--- config.mk ---
export PLATFORM = sky130hd
export DESIGN_NAME = sd_mod_cfg
export DESIGN_NICKNAME = d
export VERILOG_FILES = /design/src/rtl/sd_mod_cfg.sv
export SDC_FILE = /design/constraint.sdc
export NUM_CORES = 1
export LEC_CHECK = 0
export CAP_MARGIN = 10
export CORE_UTILIZATION = 50
export DETAILED_ROUTE_END_ITERATION = 10
export GPL_ROUTABILITY_DRIVEN = 0
export PLACE_DENSITY_LB_ADDON = 0.25
export SYNTH_ARGS = -nofsm -noshare
export SYNTH_HDL_FRONTEND = slang
export SYNTH_SLANG_ARGS = --single-unit
--- constraint.sdc ---
create_clock -name clk -period 10.6 [get_ports clk]
set_input_delay 3.18 -clock clk [delete_from_list [all_inputs] [get_ports clk]]
set_output_delay 3.18 -clock clk [all_outputs]
set_load 0.1 [all_outputs]
--- src/rtl/sd_mod_cfg.sv ---
// Run-time selectable 1st/2nd order sigma-delta modulator: signed BW-bit PCM in,
// registered 1-bit bitstream out, with saturating integrators and a sticky overload flag.
module sd_mod_cfg #(
   parameter int BW    = 16,
   parameter int GUARD = 4
) (
   input  logic          clk,
   input  logic          rst_n,
   input  logic          en,
   input  logic [BW-1:0] sd_in,
   input  logic          sd_in_valid,
   input  logic          order_sel,
   input  logic          ovl_clr,
   output logic          bs_out,
   output logic          ovl
);

   localparam int IW = BW + GUARD;
   localparam int SW = IW + 2;

   localparam logic signed [SW-1:0] SAT_MAX = {3'b000, {(IW-1){1'b1}}};
   localparam logic signed [SW-1:0] SAT_MIN = {3'b111, {(IW-1){1'b0}}};
   localparam logic signed [SW-1:0] FB_MAG  = {{(SW-BW){1'b0}}, 1'b1, {(BW-1){1'b0}}};

   typedef enum logic {ORD1 = 1'b0, ORD2 = 1'b1} order_t;

   logic signed [BW-1:0] x_reg;
   logic signed [IW-1:0] i1, i2;
   order_t               order_q;

   logic signed [IW-1:0] i1_nxt, i2_nxt;
   logic                 bs_nxt, ovl_nxt;
   order_t               order_nxt;

   logic signed [SW-1:0] fb, s1, s2;
   logic signed [IW-1:0] s1_sat, s2_sat;
   logic                 s1_clip, s2_clip, sat_hit;

   function automatic logic signed [IW-1:0] sat_fn(input logic signed [SW-1:0] v);
      if (v > SAT_MAX)      return SAT_MAX[IW-1:0];
      else if (v < SAT_MIN) return SAT_MIN[IW-1:0];
      else                  return v[IW-1:0];
   endfunction

   // Sums carry two extra bits so the worst-case integrator + input + feedback never wraps before clamping.
   always_comb begin
      fb      = bs_out ? FB_MAG : -FB_MAG;
      s1      = {{2{i1[IW-1]}}, i1} + {{(SW-BW){x_reg[BW-1]}}, x_reg} - fb;
      s1_sat  = sat_fn(s1);
      s1_clip = (s1 > SAT_MAX) || (s1 < SAT_MIN);
      s2      = {{2{i2[IW-1]}}, i2} + {{2{s1_sat[IW-1]}}, s1_sat} - fb;
      s2_sat  = sat_fn(s2);
      s2_clip = (s2 > SAT_MAX) || (s2 < SAT_MIN);
   end

   // NOTE: every output of this block gets a default first, so no path can leave one unassigned and infer a latch.
   always_comb begin
      i1_nxt    = i1;
      i2_nxt    = i2;
      bs_nxt    = bs_out;
      order_nxt = order_q;
      ovl_nxt   = ovl;
      sat_hit   = 1'b0;
      if (en) begin
         if (order_t'(order_sel) != order_q) begin
            // Order switch restarts the loop from a clean state; no integration this cycle.
            order_nxt = order_t'(order_sel);
            i1_nxt    = '0;
            i2_nxt    = '0;
            bs_nxt    = 1'b0;
         end else begin
            i1_nxt = s1_sat;
            if (order_q == ORD2) begin
               i2_nxt  = s2_sat;
               bs_nxt  = ~s2_sat[IW-1];
               sat_hit = s1_clip | s2_clip;
            end else begin
               i2_nxt  = '0;
               bs_nxt  = ~s1_sat[IW-1];
               sat_hit = s1_clip;
            end
         end
         // Set is evaluated last so a coincident saturation beats the clear.
         if (ovl_clr) ovl_nxt = 1'b0;
         if (sat_hit) ovl_nxt = 1'b1;
      end
   end

   // NOTE: sequential state uses non-blocking assignments so every register samples pre-edge values.
   always_ff @(posedge clk or negedge rst_n) begin
      if (!rst_n) begin
         x_reg   <= '0;
         i1      <= '0;
         i2      <= '0;
         bs_out  <= 1'b0;
         ovl     <= 1'b0;
         order_q <= ORD1;
      end else begin
         if (sd_in_valid) x_reg <= sd_in;
         i1      <= i1_nxt;
         i2      <= i2_nxt;
         bs_out  <= bs_nxt;
         ovl     <= ovl_nxt;
         order_q <= order_nxt;
      end
   end

endmodule
* After elaboration in Yosys (flattened, before gate mapping)
Index checks and enable logic that the tools add are counted.
** Storage, ports and cells
- Word-level logic and storage cells :: 38
- Input port bits :: 22
- Flip-flop bits (word level) :: 59
- Output and inout port bits :: 2
** Operators by class
- Bitwise logic cells :: 3
- Magnitude comparators :: 4
- Reductions and logical operators :: 5
- Multiplexer cells :: 15
- $add $sub $neg :: 4
- Equal/unequal tests :: 1
** Operators with widths (number)
- two-way mux 20 bit :: 7
- greater-than comparator 22 x 20 -> 1 bit (second input constant) :: 2
- < comparator 22 x 20 -> 1 bit (second input constant) :: 2
- subtractor 22 bit :: 2
- two-way mux 22 bit :: 1
- adder 20 x 16 -> 21 bit :: 1
- adder 20 x 20 -> 21 bit :: 1
- two-way mux 1 bit :: 7
- AND reduction 2 bit :: 2
- logical OR 1 bit :: 2
- inverter 1 bit :: 2
- nonzero test 2 bit :: 1
- != test 1 bit :: 1
- OR 1 bit :: 1

* Longest topological paths before layout
Gate-level depths: netlist of the first run.
- Depth after elaboration :: 15
- Depth in mapped cells :: 44
- Mapped depth without buffers :: 41

* Least setup slack after synthesis of the first run
Ideal clock, no wire load.
- Path kind :: reg2reg
- From :: register i1[0]
- To :: register i2[17]
- Slack :: 2591 ps
- Setup time :: 126 ps
- Buffers on the path :: 2
- Period minus slack after synthesis :: 8009 ps
- Stages on the path, launching flop included :: 43
- Arrival time :: 7883 ps
- Path through :: dfrtp_1 -> ha_1 -> inv_1 -> fa_1 -> nor2b_1 -> o21a_1 -> o21ai_0 -> a211o_1 -> a21oi_1 -> o31a_1 -> o31a_1 -> mux2i_1 -> o211ai_1 -> ha_1 -> inv_1 -> nor2_1 -> nor2_1 -> nand3b_1 -> [7 not listed] -> a21o_1 -> a21oi_1 -> o21ai_0 -> a31oi_1 -> nor2b_1 -> o21ai_0 -> a21oi_1 -> nor2_1 -> xnor2_1 -> fa_1 -> a21o_1 -> a21oi_1 -> xor2_1 -> nor4_1 -> a21oi_1 -> nand3_4 -> buf_6 -> a221o_1
** Between the ends
- Cells in the longest elaborated chain, start to end :: 12
- Elaborated cells between the ends (all ways) :: 14
- Classes of those cells :: add/sub (4); order compare (4); mux (6)
** Ends and longest elaborated chain
- start, declared :: line 28 : logic signed [IW-1:0] i1, i2;
- start signal, assigned :: line 100 : i1 <= i1_nxt;
- adder 20 x 16 -> 21 bit * :: line 48 : s1 = {{2{i1[IW-1]}}, i1} + {{(SW-BW){x_reg[BW-1]}}, x_reg} - fb;
- subtractor 22 bit * :: line 48
- < comparator 22 x 20 -> 1 bit :: line 41 : else if (v < SAT_MIN) return SAT_MIN[IW-1:0];
- two-way mux 20 bit :: line 41
- two-way mux 20 bit * :: line 40 : if (v > SAT_MAX) return SAT_MAX[IW-1:0];
- adder 20 x 20 -> 21 bit * :: line 51 : s2 = {{2{i2[IW-1]}}, i2} + {{2{s1_sat[IW-1]}}, s1_sat} - fb;
- subtractor 22 bit * :: line 51
- < comparator 22 x 20 -> 1 bit :: line 41
- two-way mux 20 bit :: line 41
- two-way mux 20 bit * :: line 40
- two-way mux 20 bit * :: line 73 : if (order_q == ORD2) begin
- two-way mux 20 bit * :: line 65 : if (order_t'(order_sel) != order_q) begin
- end signal, assigned :: line 101 : i2 <= i2_nxt;
- end, declared :: line 28
Every way passes the cells marked *; elsewhere a longest branch is shown, timed or not.
A chain may end at the register's enable or synchronous reset.

* Worst setup path after layout of the first run
- From :: register x_reg[0]
- To :: register i2[15]
** Between the ends
- Cells in the longest elaborated chain, start to end :: 12
- Elaborated cells between the ends (all ways) :: 14
- Classes of those cells :: add/sub (4); order compare (4); mux (6)
** Ends and longest elaborated chain
- start, declared :: line 27 : logic signed [BW-1:0] x_reg;
- start signal, assigned :: line 99 : if (sd_in_valid) x_reg <= sd_in;
- adder 20 x 16 -> 21 bit * :: line 48
- subtractor 22 bit * :: line 48
- < comparator 22 x 20 -> 1 bit :: line 41
- two-way mux 20 bit :: line 41
- two-way mux 20 bit * :: line 40
- adder 20 x 20 -> 21 bit * :: line 51
- subtractor 22 bit * :: line 51
- < comparator 22 x 20 -> 1 bit :: line 41
- two-way mux 20 bit :: line 41
- two-way mux 20 bit * :: line 40
- two-way mux 20 bit * :: line 73
- two-way mux 20 bit * :: line 65
Marked as above.

==> metrics.txt, run 1 <==
final setup fails=0; Routed Antenna Nets=0; Final min period=~9.3 ns; CTS buffer count=9; DR iter-0 viols=150; Root Buffer=clkbuf_8; Crit path top cell by count=a21oi_1; Initial Util=52.31%; Final Skew=0.01174 ns; max cap viols=0; worst-margin pin slew=just under 1 ns; Hold Crit Start=i1[0]; CP Launch Point=x_reg[0]; Total Nets Final=600; Post-CTS Resized=0; CP Launch Type=flop; asr flop ratio synth=100.0%; via count=around 3900; area grow syn2layout=10.54%; final slew viol count=0; highest clock rate=~110 MHz; Worst-path clk slew=about 0.08 ns; setup TNS=0 ns; ys flop type=dfrtp_1; core outline area=a little over 9000 sq um; Vias/cell=5.857; Post-Synthesis Cells=approximately 510; die area=10160 sq um; total number of H-tree levels=3; Pre-antenna DRT Iters=4; status=complete, no violations; Post-Syn Area per Cell=9.644 sq um; Die Wd=approximately 100 um; Hold Crit Class=reg -> reg; CP max stage cell=and3_1; commonest non-fill, non-tap cell in the layout=dfrtp_1; Worst Path Max Fanout=21; Post-Syn Area=a little under 5000 sq um; relative slew slack=between 30% and 40%; Final Cycle Share=between 80% and 90%; Distinct cells, synth=70; critical path type=reg -> reg; hold_buf cts=0; wire per inst=between 15 and 20 um; largest net degree at the start of global routing=60; initial antenna violation count=0; Residual DRC=0; post-CTS setup buffer count=0; clock buffer depth=2; FP Rows=35; slowest stage delay, CP=approximately 0.56 ns; Port-buffer cells=23; EDFF count, synth=0; grt ovf=0; TritonCTS clock tree=yes; ant diodes=0; Critical R2R Launch=x_reg[0]; first-pass GRT wire length=~18 mm; Worst Path Required=between 10 and 15 ns; share of cells above drive strength 1=a little under an eighth; worst-skew pair later-pin latency=roughly 0.35 ns; vias in the first global route=between 3000 and 4000; number of top-level pins=24; register bit total from synthesis=between 50 and 60; yosys warns=0; DP HPWL=slightly below 8 mm; post-synthesis sequential area ratio=30.26%; overall routing resource usage=a little under a quarter; DRT Wirelength=between 10 and 15 mm; RSZ-0062 raised after global routing=false; CTS Sinks=59; highest-count cells in the layout ignoring fill and taps=59 x dfrtp_1, 50 x ha_1, 46 x a21oi_1; Die Ht=a little over 100 um; Worst setup EP type=flop; WP data arrival=between 9 and 10 ns; final hold violation count=0; Syn Nets=between 500 and 600
## metrics by stage
| step | cells | utilization (%) | instance area (sq um) | worst slack [ns] | hold slack (ns) |
|---|---|---|---|---|---|
| 2_1_floorplan | 506 | - | 4880 | 2.591 | 0.4587 |
| 3_3_place_gp | 642 | 55.51 | 5177 | 1.865 | 0.4764 |
| 3_5_place_dp | 642 | 55.51 | 5177 | 1.443 | 0.4931 |
| 4_1_cts | 658 | 57.83 | 5394 | 1.394 | 0.5103 |
| 5_1_grt | 658 | 57.83 | 5394 | 0.5728 | 0.5221 |
| 6_report | 658 | 57.83 | 5394 | 1.326 | 0.5066 |
## cell type report
class                      instances  area, sq um
clock inverter                     7        92.59
sequential                        59         1476
fill                             852         3934
multi-input combinational        392         3157
inverter                          36        135.1
clock buffer                       9        123.9
timing repair buffer              26        247.7
tap                              129        161.4
## Yosys cell counts, types with 2 or more instances
cell       number  area share (%)
dfrtp_1        59              30
a21o_1         15             2.3
inv_1          36             2.8
o221ai_2        8             2.5
o211ai_1        4            0.62
nand4_1         3            0.38
a221o_1        16             3.3
o21a_1          5            0.77
o221ai_1        9             1.6
ha_1           50              13
and3_1          6            0.77
o21ai_0        41             4.2
o2bb2ai_2       2            0.62
nor2b_1         9             1.2
a21oi_1        46             4.7
o21bai_1        4            0.62
buf_1           2            0.15
nor4_1          3            0.38
a211o_1         3            0.54
nand3_1         3            0.31
or2_2           2            0.26
a211oi_1        3            0.46
fa_1            4             1.6
o31a_1          2            0.36
mux2_2         16             3.7
clkbuf_1       10            0.77
o311ai_0        2            0.36
nand3b_1        2            0.31
nor2_1         26             2.0
xor2_1         14             2.5
nand2_1        15             1.2
a31oi_1         4            0.51
buf_2           2            0.21
nand2b_1        7            0.90
buf_6           5             1.2
or3_1           2            0.26
o2bb2ai_1       3            0.54
nor3_1          6            0.62
xnor2_1        25             4.5
nor3b_1         2            0.31
## critical path: cells and delay by family (launching register included)
family / cells / cell delay (ns)
AOI/OAI and AO/OA: 19 / 3.88
adders and majority gates: 6 / 1.98
and+or+nand+nor: 10 / 1.96
xor gates and xnor gates: 2 / 0.57
DFF: 1 / 0.36
muxes: 1 / 0.20
buffers and inverters: 2 / 0.19
## cells by family (layout without fill, tap and decap cells)
| kind of cell | Yosys count | in the layout | share of synthesized area [%] |
|---|---|---|---|
| muxes | 18 | 18 | 4.205 |
| adders and majority gates | 54 | 54 | 14.46 |
| and+or+nand+nor | 97 | 97 | 11.08 |
| xor gates and xnor gates | 39 | 39 | 7.000 |
| DFF | 59 | 59 | 30.26 |
| buffers and inverters | 55 | 78 | 5.051 |
| AOI/OAI and AO/OA | 184 | 184 | 27.95 |
## worst paths after layout
path                           to  slack, ns  depth (start not counted)
min                         i1[0]       0.51                          1
min in group asynchronous   i1[5]       2.98                          2
min reg2reg                 i1[0]       0.51                          1
max reg2reg                i2[15]       1.33                         40
max                        i2[15]       1.33                         40
max in group asynchronous  i2[17]       7.12                          2
## per-layer routing
layer / vias to the layer above / wire (um) / track usage [%]
met1: 1842 / 5333 / 31.87
met5: - / 0 / 0
li1: 1930 / - / -
met4: 0 / 186 / 7.358
met3: 16 / 441 / 4.092
met2: 66 / 4729 / 35.83
Power of run 1 is left out: the tool's default activity adds up to more than one toggle a clock period on the data nets, which glitch-free logic cannot reach.
==> run 2, diff against run 1 <==
--- a/config.mk
+++ b/config.mk
@@ -6,7 +6,9 @@
 export NUM_CORES = 1
 export LEC_CHECK = 0
 export CAP_MARGIN = 10
-export CORE_UTILIZATION = 50
+export CORE_ASPECT_RATIO = 0.75
+export CORE_MARGIN = 5
+export CORE_UTILIZATION = 30
 export DETAILED_ROUTE_END_ITERATION = 10
 export GPL_ROUTABILITY_DRIVEN = 0
 export PLACE_DENSITY_LB_ADDON = 0.25
==> run 2 against run 1 <==
Effect of this change: clock skew fell by 0.0017 ns; cell count grew 12%; design area rose by 3.3%; non-clock buffer count did not move; routed wire length increased by 9.1%; count of clock-buffer cells in the layout up 4; setup slack worse by 0.11 ns; die area increased by 86%; sequential share of layout area is 0.88 points lower; worst hold slack got worse by 0.015 ns; maximum frequency decreased by 1.2%.
==> metrics.txt, run 2 (same netlist as run 1, synthesis figures left out) <==
status=complete, no violations; Root Buffer=clkbuf_16; die area=roughly 19000 sq um; critical path type=reg -> reg; Worst-path clk slew=approximately 0.06 ns; Die Wd=approximately 160 um; CTS buffer count=9; clock buffer depth=2; CTS Sinks=59; ant diodes=0; Residual DRC=0; worst-skew pair later-pin latency=roughly 0.34 ns; hold depth=1; setup TNS=0 ns; Worst setup EP type=flop; Die Ht=between 100 and 150 um; CP max stage cell=and3_1; number of top-level pins=24; highest-count cells in the layout ignoring fill and taps=59 x dfrtp_1, 50 x ha_1, 46 x a21oi_1; CP bufs+invs=2; Crit path top cell by count=a21oi_1; grt ovf=0; RSZ-0062 raised after global routing=false; overall routing resource usage=12.77%; Vias/cell=roughly 5.2; Reg area=between 1000 and 1500 sq um; highest clock rate=106.5 MHz; reg2reg path depth=40; Final min period=9.386 ns; Final Cycle Share=about nine tenths; DRT Wirelength=11.66 mm; final hold violation count=0; relative slew slack=approximately 30%; Final Skew=roughly 0.010 ns; TritonCTS clock tree=yes; WP data arrival=9.61 ns; total number of H-tree levels=3; hold_buf cts=0; Crit path max-delay family=compound AO/OA/AOI/OAI gates; max cap viols=0; initial antenna violation count=0; Routed Antenna Nets=0; core outline area=around 16000 sq um; final setup fails=0; post-CTS setup buffer count=0; first-pass GRT wire length=between 15 and 20 mm; DP HPWL=between 8 and 9 mm; wire per inst=between 15 and 20 um; area grow syn2layout=14.23%; worst-margin pin slew=around 1.1 ns; Worst Path Max Fanout=21; Initial Util=a little under a third; vias in the first global route=3750; Pre-antenna DRT Iters=4; Post-CTS Resized=0; final slew viol count=0; fillers=~1600; via count=approximately 3800; final hold slack=0.4912 ns; Port-buffer cells=23; DR iter-0 viols=206; FP Rows=40; Crit path depth=40; commonest non-fill, non-tap cell in the layout=dfrtp_1; largest net degree at the start of global routing=60; area of the multi-input gates=between 3000 and 4000 sq um; Worst Path Required=about 11 ns; Hold Crit Class=reg -> reg; slowest stage delay, CP=0.59 ns; Total Nets Final=600; CP Launch Type=flop; share of cells above drive strength 1=around 11%
-- run 2: cell types whose count changed in the layout (fill, tap and decap cells not counted) --
cell / before / now
clkbuf_8: 9 / 2
clkbuf_1: 0 / 2
bufinv_16: 2 / 1
clkinvlp_4: 3 / 0
clkinv_2: 2 / 1
clkbuf_16: 0 / 9
-- run 2: worst register-to-register path, delay by kind of cell, from the launching register on --
| family | cells | cell delay, ns |
|---|---|---|
| multiplexers | 1 | 0.20 |
| AO/OA/AOI/OAI | 19 | 3.94 |
| AND/OR/NAND/NOR | 10 | 2.01 |
| flip-flops | 1 | 0.35 |
| buffers and inverters | 2 | 0.20 |
| XOR/XNOR | 2 | 0.54 |
| adder cells (fa/ha/maj) | 6 | 2.01 |
-- run 2: through the flow --
stage | util, % | setup WS (ns) | area [sq um] | instances
after global routing | 34.80 | 0.4601 | 5574 | 738
final | 34.80 | 1.214 | 5574 | 738
after global placement | 32.96 | 1.701 | 5279 | 723
after CTS | 34.80 | 1.341 | 5574 | 738
after floorplan | - | 2.591 | 4880 | 506
after detailed placement | 32.96 | 1.436 | 5279 | 723
-- run 2: routing by layer --
layer	part of all wire, %	up-vias	global-route usage (%)
met3	3.5	12	2.862
li1	-	1938	-
met4	1.4	0	3.815
met1	54	1820	18.87
met5	0	-	0
met2	41	46	18.49
-- run 2: area by class of cell --
| class | count | share of cell area, % |
|---|---|---|
| multi-input cells | 392 | 56.63 |
| flip-flops and latches | 59 | 26.49 |
| well taps | 210 | 4.714 |
| clock buffers | 13 | 4.669 |
| repair buffers | 26 | 4.444 |
| inverters | 36 | 2.424 |
| clock inverters | 2 | 0.6285 |
-- run 2: final timing paths --
kind	from	end	slack [ns]
min reg2reg	i1[0]	i1[0]	0.49
min	i1[0]	i1[0]	0.49
min in group asynchronous	rst_n	i2[7]	3.02
max reg2reg	i1[0]	i2[15]	1.21
max in group asynchronous	rst_n	x_reg[2]	7.05
max	i1[0]	i2[15]	1.21
Power of run 2 is left out for the same reason.
